File: config.mk
export PLATFORM = sky130hd
export DESIGN_NAME = vga_cmd_sched_flat
export DESIGN_NICKNAME = d
export VERILOG_FILES = /design/src/rtl/vga_cmd_sched_if.sv /design/src/rtl/vga_cmd_sched.sv /design/src/flat_wrapper.sv
export SDC_FILE = /design/constraint.sdc
export NUM_CORES = 1
export LEC_CHECK = 0
export ABC_AREA = 0
export CORE_ASPECT_RATIO = 1.4
export CORE_MARGIN = 10
export CORE_UTILIZATION = 50
export CTS_CLUSTER_DIAMETER = 150
export DETAILED_ROUTE_END_ITERATION = 7
export PLACE_DENSITY = 0.67
export SYNTH_ARGS = -nofsm -noshare
export SYNTH_HDL_FRONTEND = slang
export SYNTH_SLANG_ARGS = --single-unit
File: constraint.sdc
create_clock -name clk -period 9.7 [get_ports clk]
set_clock_uncertainty 0.15 [all_clocks]
set_input_delay 2.91 -clock clk [delete_from_list [all_inputs] [get_ports clk]]
set_output_delay 2.91 -clock clk [all_outputs]
set_load 0.005 [all_outputs]
File: src/rtl/vga_cmd_sched_if.sv
// Command handshake between a CPU-side master and the VGA command scheduler.
interface vga_cmd_sched_if #(
  parameter int V_W = 4,
  parameter int H_W = 5
);
  logic           cmd_valid;
  logic           cmd_ready;
  logic [1:0]     cmd_op;
  logic [V_W-1:0] cmd_v;
  logic [H_W-1:0] cmd_h;
  logic [31:0]    cmd_data;

  modport master (output cmd_valid, cmd_op, cmd_v, cmd_h, cmd_data, input cmd_ready);
  modport slave  (input cmd_valid, cmd_op, cmd_v, cmd_h, cmd_data, output cmd_ready);
endinterface

File: src/rtl/vga_cmd_sched.sv
// Buffers CPU commands and turns them into single-cycle character-cell writes
// (single write, full-screen clear, row fill) for the VGA controller write port.
//
// state | meaning
// IDLE  | waiting for a command; pops the FIFO head when one is present
// ISSUE | holding one WRITE until wr_allow lets it out
// FILL  | walking the cursor row-major up to the last cell of a CLEAR/FILL_ROW
module vga_cmd_sched #(
  parameter int FIFO_DEPTH = 4,
  parameter int ROWS       = 16,
  parameter int COLS       = 32
) (
  input  logic                          clk,
  input  logic                          rst,
  input  logic                          flush,
  vga_cmd_sched_if.slave                cmd,
  input  logic                          wr_allow,
  output logic [$clog2(ROWS)-1:0]       vga_addr_v,
  output logic [$clog2(COLS)-1:0]       vga_addr_h,
  output logic [31:0]                   vga_ctrl,
  output logic                          vga_ctrl_en,
  output logic                          busy,
  output logic [$clog2(FIFO_DEPTH):0]   fifo_level
);
  localparam int PW = $clog2(FIFO_DEPTH);
  localparam int VW = $clog2(ROWS);
  localparam int HW = $clog2(COLS);
  localparam logic [VW-1:0] LAST_ROW = VW'(ROWS - 1);
  localparam logic [HW-1:0] LAST_COL = HW'(COLS - 1);
  localparam logic [1:0] OP_WRITE = 2'b00;
  localparam logic [1:0] OP_CLEAR = 2'b01;
  localparam logic [1:0] OP_FILL  = 2'b10;

  typedef struct packed {
    logic [1:0]    op;
    logic [VW-1:0] v;
    logic [HW-1:0] h;
    logic [31:0]   data;
  } entry_t;

  typedef enum logic [1:0] {IDLE, ISSUE, FILL} state_t;

  entry_t        mem [FIFO_DEPTH];
  entry_t        head;
  entry_t        incoming;
  logic [PW-1:0] wr_ptr, rd_ptr;
  logic [PW:0]   level;
  logic          push, pop;

  state_t        state;
  logic [VW-1:0] cur_v, last_v;
  logic [HW-1:0] cur_h;
  logic [31:0]   data;

  assign incoming      = '{op: cmd.cmd_op, v: cmd.cmd_v, h: cmd.cmd_h, data: cmd.cmd_data};
  assign head          = mem[rd_ptr];
  assign cmd.cmd_ready = (level != (PW+1)'(FIFO_DEPTH));
  assign push          = cmd.cmd_valid && cmd.cmd_ready && !flush;
  assign pop           = (state == IDLE) && (level != '0) && !flush;
  assign busy          = (level != '0) || (state != IDLE);
  assign fifo_level    = level;

  // Storage carries no reset; occupancy is tracked solely by the pointers.
  always_ff @(posedge clk) begin
    if (push) mem[wr_ptr] <= incoming;
  end

  always_ff @(posedge clk or posedge rst) begin
    if (rst) begin
      wr_ptr <= '0;
      rd_ptr <= '0;
      level  <= '0;
    end else if (flush) begin
      wr_ptr <= '0;
      rd_ptr <= '0;
      level  <= '0;
    end else begin
      if (push) wr_ptr <= wr_ptr + PW'(1);
      if (pop)  rd_ptr <= rd_ptr + PW'(1);
      case ({push, pop})
        2'b10:   level <= level + (PW+1)'(1);
        2'b01:   level <= level - (PW+1)'(1);
        default: level <= level;
      endcase
    end
  end

  always_ff @(posedge clk or posedge rst) begin
    if (rst) begin
      state       <= IDLE;
      cur_v       <= '0;
      cur_h       <= '0;
      last_v      <= '0;
      data        <= '0;
      vga_addr_v  <= '0;
      vga_addr_h  <= '0;
      vga_ctrl    <= '0;
      vga_ctrl_en <= 1'b0;
    end else if (flush) begin
      state       <= IDLE;
      vga_ctrl_en <= 1'b0;
    end else begin
      vga_ctrl_en <= 1'b0;
      case (state)
        IDLE: begin
          if (pop) begin
            data <= head.data;
            case (head.op)
              OP_WRITE: begin
                cur_v <= head.v;
                cur_h <= head.h;
                state <= ISSUE;
              end
              OP_CLEAR: begin
                cur_v  <= '0;
                cur_h  <= '0;
                last_v <= LAST_ROW;
                state  <= FILL;
              end
              OP_FILL: begin
                cur_v  <= head.v;
                cur_h  <= '0;
                last_v <= head.v;
                state  <= FILL;
              end
              default: state <= IDLE;
            endcase
          end
        end
        ISSUE: begin
          if (wr_allow) begin
            vga_addr_v  <= cur_v;
            vga_addr_h  <= cur_h;
            vga_ctrl    <= data;
            vga_ctrl_en <= 1'b1;
            state       <= IDLE;
          end
        end
        FILL: begin
          if (wr_allow) begin
            vga_addr_v  <= cur_v;
            vga_addr_h  <= cur_h;
            vga_ctrl    <= data;
            vga_ctrl_en <= 1'b1;
            if (cur_v == last_v && cur_h == LAST_COL) begin
              state <= IDLE;
            end else if (cur_h == LAST_COL) begin
              cur_h <= '0;
              cur_v <= cur_v + VW'(1);
            end else begin
              cur_h <= cur_h + HW'(1);
            end
          end
        end
        default: state <= IDLE;
      endcase
    end
  end
endmodule

File: src/flat_wrapper.sv
// flat-port wrapper written by rule: the top's interface ports become plain ports
module vga_cmd_sched_flat 
#(
  parameter int FIFO_DEPTH = 4,
  parameter int ROWS       = 16,
  parameter int COLS       = 32
)
  (clk, rst, flush, wr_allow, vga_addr_v, vga_addr_h, vga_ctrl, vga_ctrl_en, busy, fifo_level, cmd_cmd_valid, cmd_cmd_op, cmd_cmd_v, cmd_cmd_h, cmd_cmd_data, cmd_cmd_ready);
  vga_cmd_sched_if cmd_i ();
  input  logic clk;
  input  logic rst;
  input  logic flush;
  input  logic wr_allow;
  output logic [$clog2(ROWS)-1:0] vga_addr_v;
  output logic [$clog2(COLS)-1:0] vga_addr_h;
  output logic [31:0] vga_ctrl;
  output logic vga_ctrl_en;
  output logic busy;
  output logic [$clog2(FIFO_DEPTH):0] fifo_level;
  input wire logic [$bits(cmd_i.cmd_valid)-1:0] cmd_cmd_valid;
  input wire logic [$bits(cmd_i.cmd_op)-1:0] cmd_cmd_op;
  input wire logic [$bits(cmd_i.cmd_v)-1:0] cmd_cmd_v;
  input wire logic [$bits(cmd_i.cmd_h)-1:0] cmd_cmd_h;
  input wire logic [$bits(cmd_i.cmd_data)-1:0] cmd_cmd_data;
  output wire logic [$bits(cmd_i.cmd_ready)-1:0] cmd_cmd_ready;
  assign cmd_i.cmd_valid = cmd_cmd_valid;
  assign cmd_i.cmd_op = cmd_cmd_op;
  assign cmd_i.cmd_v = cmd_cmd_v;
  assign cmd_i.cmd_h = cmd_cmd_h;
  assign cmd_i.cmd_data = cmd_cmd_data;
  assign cmd_cmd_ready = cmd_i.cmd_ready;
  vga_cmd_sched #(.FIFO_DEPTH(FIFO_DEPTH), .ROWS(ROWS), .COLS(COLS)) u_core (.clk(clk), .rst(rst), .flush(flush), .cmd(cmd_i), .wr_allow(wr_allow), .vga_addr_v(vga_addr_v), .vga_addr_h(vga_addr_h), .vga_ctrl(vga_ctrl), .vga_ctrl_en(vga_ctrl_en), .busy(busy), .fifo_level(fifo_level));
endmodule
==> impl_metrics.env, run 1 <==
export IMPL_die_area_sq_um=27300
export IMPL_drv_cap=0
export IMPL_grt_max_degree=58
export IMPL_synthFlopType="edfxtp_1"
export IMPL_globalRoute_busiestLayer="met2"
export IMPL_finalSetupTns_ns=0
export IMPL_final_antenna_net_count=0
export IMPL_portBuffers=94
export IMPL_gr_usage_met2_pct=27.0
export IMPL_relSlewSlack_pct=36.0
export IMPL_power_density_nw_per_um2=283
export IMPL_syn_area_per_cell_sq_um=16.7
export IMPL_hold_class="reg -> reg"
export IMPL_drive_above_1_share_pct=19.8
export IMPL_hold_viol_final=0
export IMPL_cts_buffers=25
export IMPL_min_period_ns=5.45
export IMPL_syn_cell_area_sq_um=10500
export IMPL_finalCritPeriodShare_pct=56.1
export IMPL_critPathMaxFanout=10
export IMPL_reg2reg_depth=7
export IMPL_r2r_start="u_core.rd_ptr[0]$_DFFE_PP0P_"
export IMPL_num_fill_cells=1533
export IMPL_clock_sinks=268
export IMPL_status="finished clean"
export IMPL_cp_arrival_ns=2.39
export IMPL_grt_use_met3_pct=3.21
export IMPL_netlist_top_cells_count="172 x edfxtp_1, 133 x nand2_1, 96 x dfrtp_1, 43 x mux4_2, 38 x mux2_2"
export IMPL_ys_async_sr_fraction_pct=35.8
export IMPL_avgRoutedWirePerCell_microns=20.8
export IMPL_synth_top_area_share_pct=49.1
export IMPL_critPathRequiredTime_ns=6.64
export IMPL_routed_wirelength_mm=21.0
export IMPL_crit_type="reg -> out"
export IMPL_core_rowCount=62
export IMPL_h_tree_depth=1
export IMPL_clk_pin_slew_ns=0.07
export IMPL_worstSetupEndpointType="primary output"
export IMPL_diodes=0
export IMPL_hp_start="u_core.data[9]$_DFFE_PP0P_"
export IMPL_clock_fmax_mhz=184
export IMPL_grt_pass1_vias=6139
export IMPL_ctsResizeCount=0
export IMPL_area_delta_synth_final_pct=18.6
export IMPL_cp_start_kind="flop"
export IMPL_die_h_microns=192
export IMPL_holdPathStages=2
export IMPL_clk_insertion_delay_late_ns=0.52
export IMPL_rsz0062_at_grt="no"
export IMPL_finalNetCount=798
export IMPL_grt_overflow_total=0
export IMPL_setup_viol=0
export IMPL_ios=95
export IMPL_synth_edf_count=172
export IMPL_coreArea_sq_um=20600
export IMPL_antenna_found_initial=0
export IMPL_drtIter0Drc=306
export IMPL_dp_hpwl_mm=12.9
export IMPL_synth_most_common_cell="edfxtp_1"
export IMPL_vias_per_cell=5.48
export IMPL_clock_tree_root_cell="clkbuf_16"
export IMPL_gp_congestion=0.808
export IMPL_grt_total_usage_pct=15.7
export IMPL_synth_seq_area_share_pct=71.9
export IMPL_die_x_microns=143
export IMPL_ctsHoldBuffers=0
export IMPL_syn_instance_count=631
export IMPL_rr_endpoint="u_core.cur_v[1]$_DFFE_PP0P_"
export IMPL_cts_setup_buffers=0
export IMPL_synthTopCellsByArea="edfxtp_1 49%, dfrtp_1 23%, mux4_2 9.2%"
export IMPL_synth_top_cell_by_area="edfxtp_1"
export IMPL_clk_path_buf_depth=3
export IMPL_yosysWarnings=0
export IMPL_worstHoldEndpoint="u_core.vga_ctrl[9]$_DFFE_PP0P_"
export IMPL_slew_viol_final=0
export IMPL_synth_cell_types=48
export IMPL_vias=5534
export IMPL_power_leakage_nw=4.66
export IMPL_cts_tree="done"
export IMPL_rrSetupSlack_ns=6.23
export IMPL_grt_first_pass_wirelength_mm=33.8
export IMPL_tightest_slew_ns=0.960
export IMPL_start_util_pct=51.0
export IMPL_power_w=0.00353
export IMPL_peakVddDrop_v=0.000162
export IMPL_grt_use_met1_pct=19.9
export IMPL_syn_nets=695
export IMPL_drc=0
export IMPL_ys_ff_latch=268
export IMPL_drt_pass1_iter_count=4
-- sequential cells by signal (all words and copies together) (netlist names) --
name,count
u_core.cur_h,5
u_core.cur_v,4
u_core.data,32
u_core.fifo_level,3
u_core.last_v,4
u_core.mem,172
u_core.rd_ptr,2
u_core.state,2
u_core.vga_addr_h,5
u_core.vga_addr_v,4
u_core.vga_ctrl,32
u_core.vga_ctrl_en,1
u_core.wr_ptr,2
-- worst max-delay path by stage --
| stage | from | endpoint | depth (start not counted) |
|---|---|---|---|
| finish | u_core.state[0]$_DFFE_PP0P_ | busy | 5 |
| global route | flush | u_core.vga_addr_v[3]$_DFFE_PP0P_ | 7 |
| CTS | u_core.state[0]$_DFFE_PP0P_ | busy | 5 |
| detailed placement | flush | u_core.vga_ctrl[19]$_DFFE_PP0P_ | 7 |
| global placement | flush | u_core.vga_addr_v[3]$_DFFE_PP0P_ | 7 |
| floorplan | rst | u_core.cur_h[0]$_DFFE_PP0P_ | 1 |
-- placed cells by master (no fill, tap or decap), types with 2 or more instances in the layout --
cell type        count
a21oi_1              7
a22o_1               4
a31oi_1              4
and2_2               4
buf_4                9
clkbuf_1             5
clkbuf_16           25
clkbuf_8             2
clkdlybuf4s50_1     94
clkinv_1             2
clkinv_2            10
dfrtp_1             94
edfxtp_1           172
ha_1                15
inv_1               12
mux2_1               3
mux2_2              38
mux4_2              43
nand2_1            133
nand3_1              6
nand3b_1             2
nor2_1              17
nor2b_1              4
o21ai_0              7
xnor2_1              9
-- metal layers --
metal	part of all wire, %	routed length (microns)	vias up
met5	0	0	-
met4	1.7	356	0
met3	5.0	1050	27
met2	52	10900	104
met1	42	8740	2878
li1	-	-	2525
-- cell type report --
| class | instances | area (sq um) | share of cell area [%] |
|---|---|---|---|
| inverter | 14 | 55.1 | 0.441 |
| clock inverter | 14 | 78.8 | 0.632 |
| tap | 256 | 320 | 2.57 |
| timing repair buffer | 103 | 1010 | 8.08 |
| sequential | 268 | 7570 | 60.7 |
| multi-input combinational | 322 | 2770 | 22.2 |
| clock buffer | 32 | 672 | 5.38 |
-- critical path, stage by stage, from the launching register on --
cell and delay, ns:
dfrtp_1 0.38, inv_1 0.10, ha_1 0.46, nor4b_4 0.36, inv_1 0.10, clkdlybuf4s50_1 0.46
-- where the power goes --
part	total, W	internal [W]	switching (W)	leakage, nW
clock network	0.000900	0.000492	0.000408	0.378
registers	0.00163	0.00145	0.000185	2.75
logic	0.000993	0.000543	0.000450	1.54
total	0.00353	0.00248	0.00104	4.66
-- cell families (layout without fill, tap and decap cells) --
group	after synthesis	after routing	share of synthesized area (%)
flops	268	268	71.9
simple gates	177	177	7.17
fa+ha+maj	16	16	1.97
mux	85	85	13.7
buf+inv	41	163	1.84
compound gates	33	33	2.41
xor+xnor	11	11	0.987
-- through the flow --
stage                     std cells  utilization, %  worst slack (ns)  hold WS (ns)  instance area (sq um)
final                          1009            60.5              4.25         0.314                  12500
after global routing           1009            60.5              3.98         0.340                  12500
after CTS                      1009            60.5              4.25         0.313                  12500
after detailed placement        963            56.8              3.72         0.302                  11700
after global placement          963            56.8              3.78         0.295                  11700
after floorplan                 631               -              4.13         0.282                  10500
(Power assumes the default switching activity.)
==> inputs of run 2 (changes only) <==
Clock period 9.7 ns to 5.65 ns, I/O delays scaled along.
==> run 2 against run 1 <==
  * Sequential power grew 71%
  * Clock-buffer cell count down 3
  * Non-clock buffer count unchanged
  * Final area grew 0.93%
==> impl_metrics.env, run 2 (same netlist as run 1, synthesis figures left out) <==
export IMPL_clock_sinks=268
export IMPL_power_density_nw_per_um2=495
export IMPL_core_rowCount=62
export IMPL_drv_cap=0
export IMPL_cts_tree="done"
export IMPL_h_tree_depth=1
export IMPL_vias=5519
export IMPL_cp_start_kind="flop"
export IMPL_grt_total_usage_pct=15.8
export IMPL_antenna_found_initial=0
export IMPL_crit_path_max_incr_delay_ns=0.47
export IMPL_avgRoutedWirePerCell_microns=20.7
export IMPL_grt_pass1_vias=6047
export IMPL_crit_path_frequent_cell="inv_1"
export IMPL_clk_pin_slew_ns=0.07
export IMPL_clock_tree_root_cell="clkbuf_16"
export IMPL_cts_buffers=25
export IMPL_cts_setup_buffers=0
export IMPL_clk_insertion_delay_late_ns=0.51
export IMPL_largestRegisters="u_core.mem (172), u_core.data (32), u_core.vga_ctrl (32)"
export IMPL_area_delta_synth_final_pct=19.7
export IMPL_critPathRequiredTime_ns=3.81
export IMPL_drtIter0Drc=260
export IMPL_hold_worst_slack_ns=0.316
export IMPL_hp_start="u_core.data[28]$_DFFE_PP0P_"
export IMPL_clk_path_buf_depth=3
export IMPL_multi_input_area_sq_um=2770
export IMPL_grt_overflow_total=0
export IMPL_largest_reg_flops=172
export IMPL_holdPathStages=2
export IMPL_hold_class="reg -> reg"
export IMPL_power_w=0.00624
export IMPL_ios=95
export IMPL_grt_max_degree=76
export IMPL_cp_arrival_ns=2.40
export IMPL_ctsResizeCount=0
export IMPL_rsz0062_at_grt="no"
export IMPL_status="finished clean"
export IMPL_regMostFlops="u_core.mem"
export IMPL_portBuffers=94
export IMPL_worstSetupEndpointType="primary output"
export IMPL_dp_hpwl_mm=13.4
export IMPL_final_antenna_net_count=0
export IMPL_min_period_ns=4.24
export IMPL_start_util_pct=51.0
export IMPL_gp_congestion=0.760
export IMPL_peakVddDrop_v=0.000328
export IMPL_critPathMaxFanout=10
export IMPL_grt_first_pass_wirelength_mm=34.0
export IMPL_finalCritPeriodShare_pct=75.1
export IMPL_hold_viol_final=0
export IMPL_num_fill_cells=1531
export IMPL_finalNetCount=798
export IMPL_seq_area_sq_um=7570
export IMPL_routed_wirelength_mm=20.9
export IMPL_die_x_microns=143
export IMPL_slew_viol_final=0
export IMPL_slowest_stage="ha_1"
export IMPL_reg2reg_depth=7
export IMPL_drive_above_1_share_pct=20.2
export IMPL_clock_fmax_mhz=236
export IMPL_drc=0
export IMPL_die_h_microns=192
export IMPL_finalSetupTns_ns=0
export IMPL_tightest_slew_ns=1.00
export IMPL_diodes=0
export IMPL_vias_per_cell=5.48
export IMPL_r2r_start="u_core.rd_ptr[0]$_DFFE_PP0P_"
export IMPL_drt_pass1_iter_count=4
export IMPL_path_cells="inv_1 > ha_1 > nor4b_4 > inv_1 > clkdlybuf4s50_1"
export IMPL_final_cell_mix="172 x edfxtp_1, 133 x nand2_1, 94 x clkdlybuf4s50_1, 94 x dfrtp_1, 43 x mux4_2"
export IMPL_rrSetupSlack_ns=2.27
export IMPL_power_leakage_nw=4.71
export IMPL_final_common_cell="edfxtp_1"
export IMPL_worstHoldEndpoint="u_core.vga_ctrl[28]$_DFFE_PP0P_"
export IMPL_rr_endpoint="u_core.cur_v[1]$_DFFE_PP0P_"
export IMPL_relSlewSlack_pct=33.3
export IMPL_die_area_sq_um=27300
export IMPL_ctsHoldBuffers=0
export IMPL_crit_type="reg -> out"
export IMPL_coreArea_sq_um=20600
export IMPL_setup_viol=0
run 2: final cells by class:
| class | instances | share of cell area [%] |
|---|---|---|
| Multi-Input combinational cell | 322 | 22.0 |
| Clock inverter | 16 | 1.55 |
| Sequential cell | 268 | 60.1 |
| Timing Repair Buffer | 103 | 8.01 |
| Tap cell | 256 | 2.54 |
| Inverter | 14 | 0.437 |
| Clock buffer | 29 | 5.33 |
run 2: layer usage:
layer / up-vias / wire length (microns) / global-route usage, %
met3: 29 / 1370 / 3.66
met4: 0 / 369 / 4.22
met1: 2845 / 8040 / 19.5
met2: 132 / 11100 / 27.5
li1: 2513 / - / -
met5: - / 0 / 0
run 2: worst max-delay path by stage:
stage / from / to / depth (start not counted)
final: u_core.state[0]$_DFFE_PP0P_ / busy / 5
after global routing: u_core.state[0]$_DFFE_PP0P_ / busy / 5
after CTS: u_core.state[0]$_DFFE_PP0P_ / busy / 5
after detailed placement: flush / u_core.mem[3][20]$_DFFE_PP_ / 4
after global placement: flush / u_core.mem[2][24]$_DFFE_PP_ / 4
after floorplan: rst / u_core.cur_h[0]$_DFFE_PP0P_ / 1
run 2: through the flow:
| stage | area [sq um] | cells | utilization [%] | setup slack (ns) |
|---|---|---|---|---|
| 6_report | 12600 | 1008 | 61.0 | 1.41 |
| 5_1_grt | 12600 | 1008 | 61.0 | 1.22 |
| 4_1_cts | 12600 | 1008 | 61.0 | 1.36 |
| 3_5_place_dp | 11700 | 963 | 56.8 | 1.24 |
| 3_3_place_gp | 11700 | 963 | 56.8 | 1.29 |
| 2_1_floorplan | 10500 | 631 | - | 1.30 |
run 2: power by group:
group	switching [W]	internal [W]	total, W
clock network	0.000706	0.00104	0.00175
logic	0.000773	0.000932	0.00171
registers	0.000301	0.00248	0.00279
run 2: worst max-delay path, delay by kind of cell (launching register included):
family / cells / cell delay (ns)
flip-flops: 1 / 0.39
AND/OR/NAND/NOR: 1 / 0.37
adder cells (fa/ha/maj): 1 / 0.47
buffers and inverters: 3 / 0.67
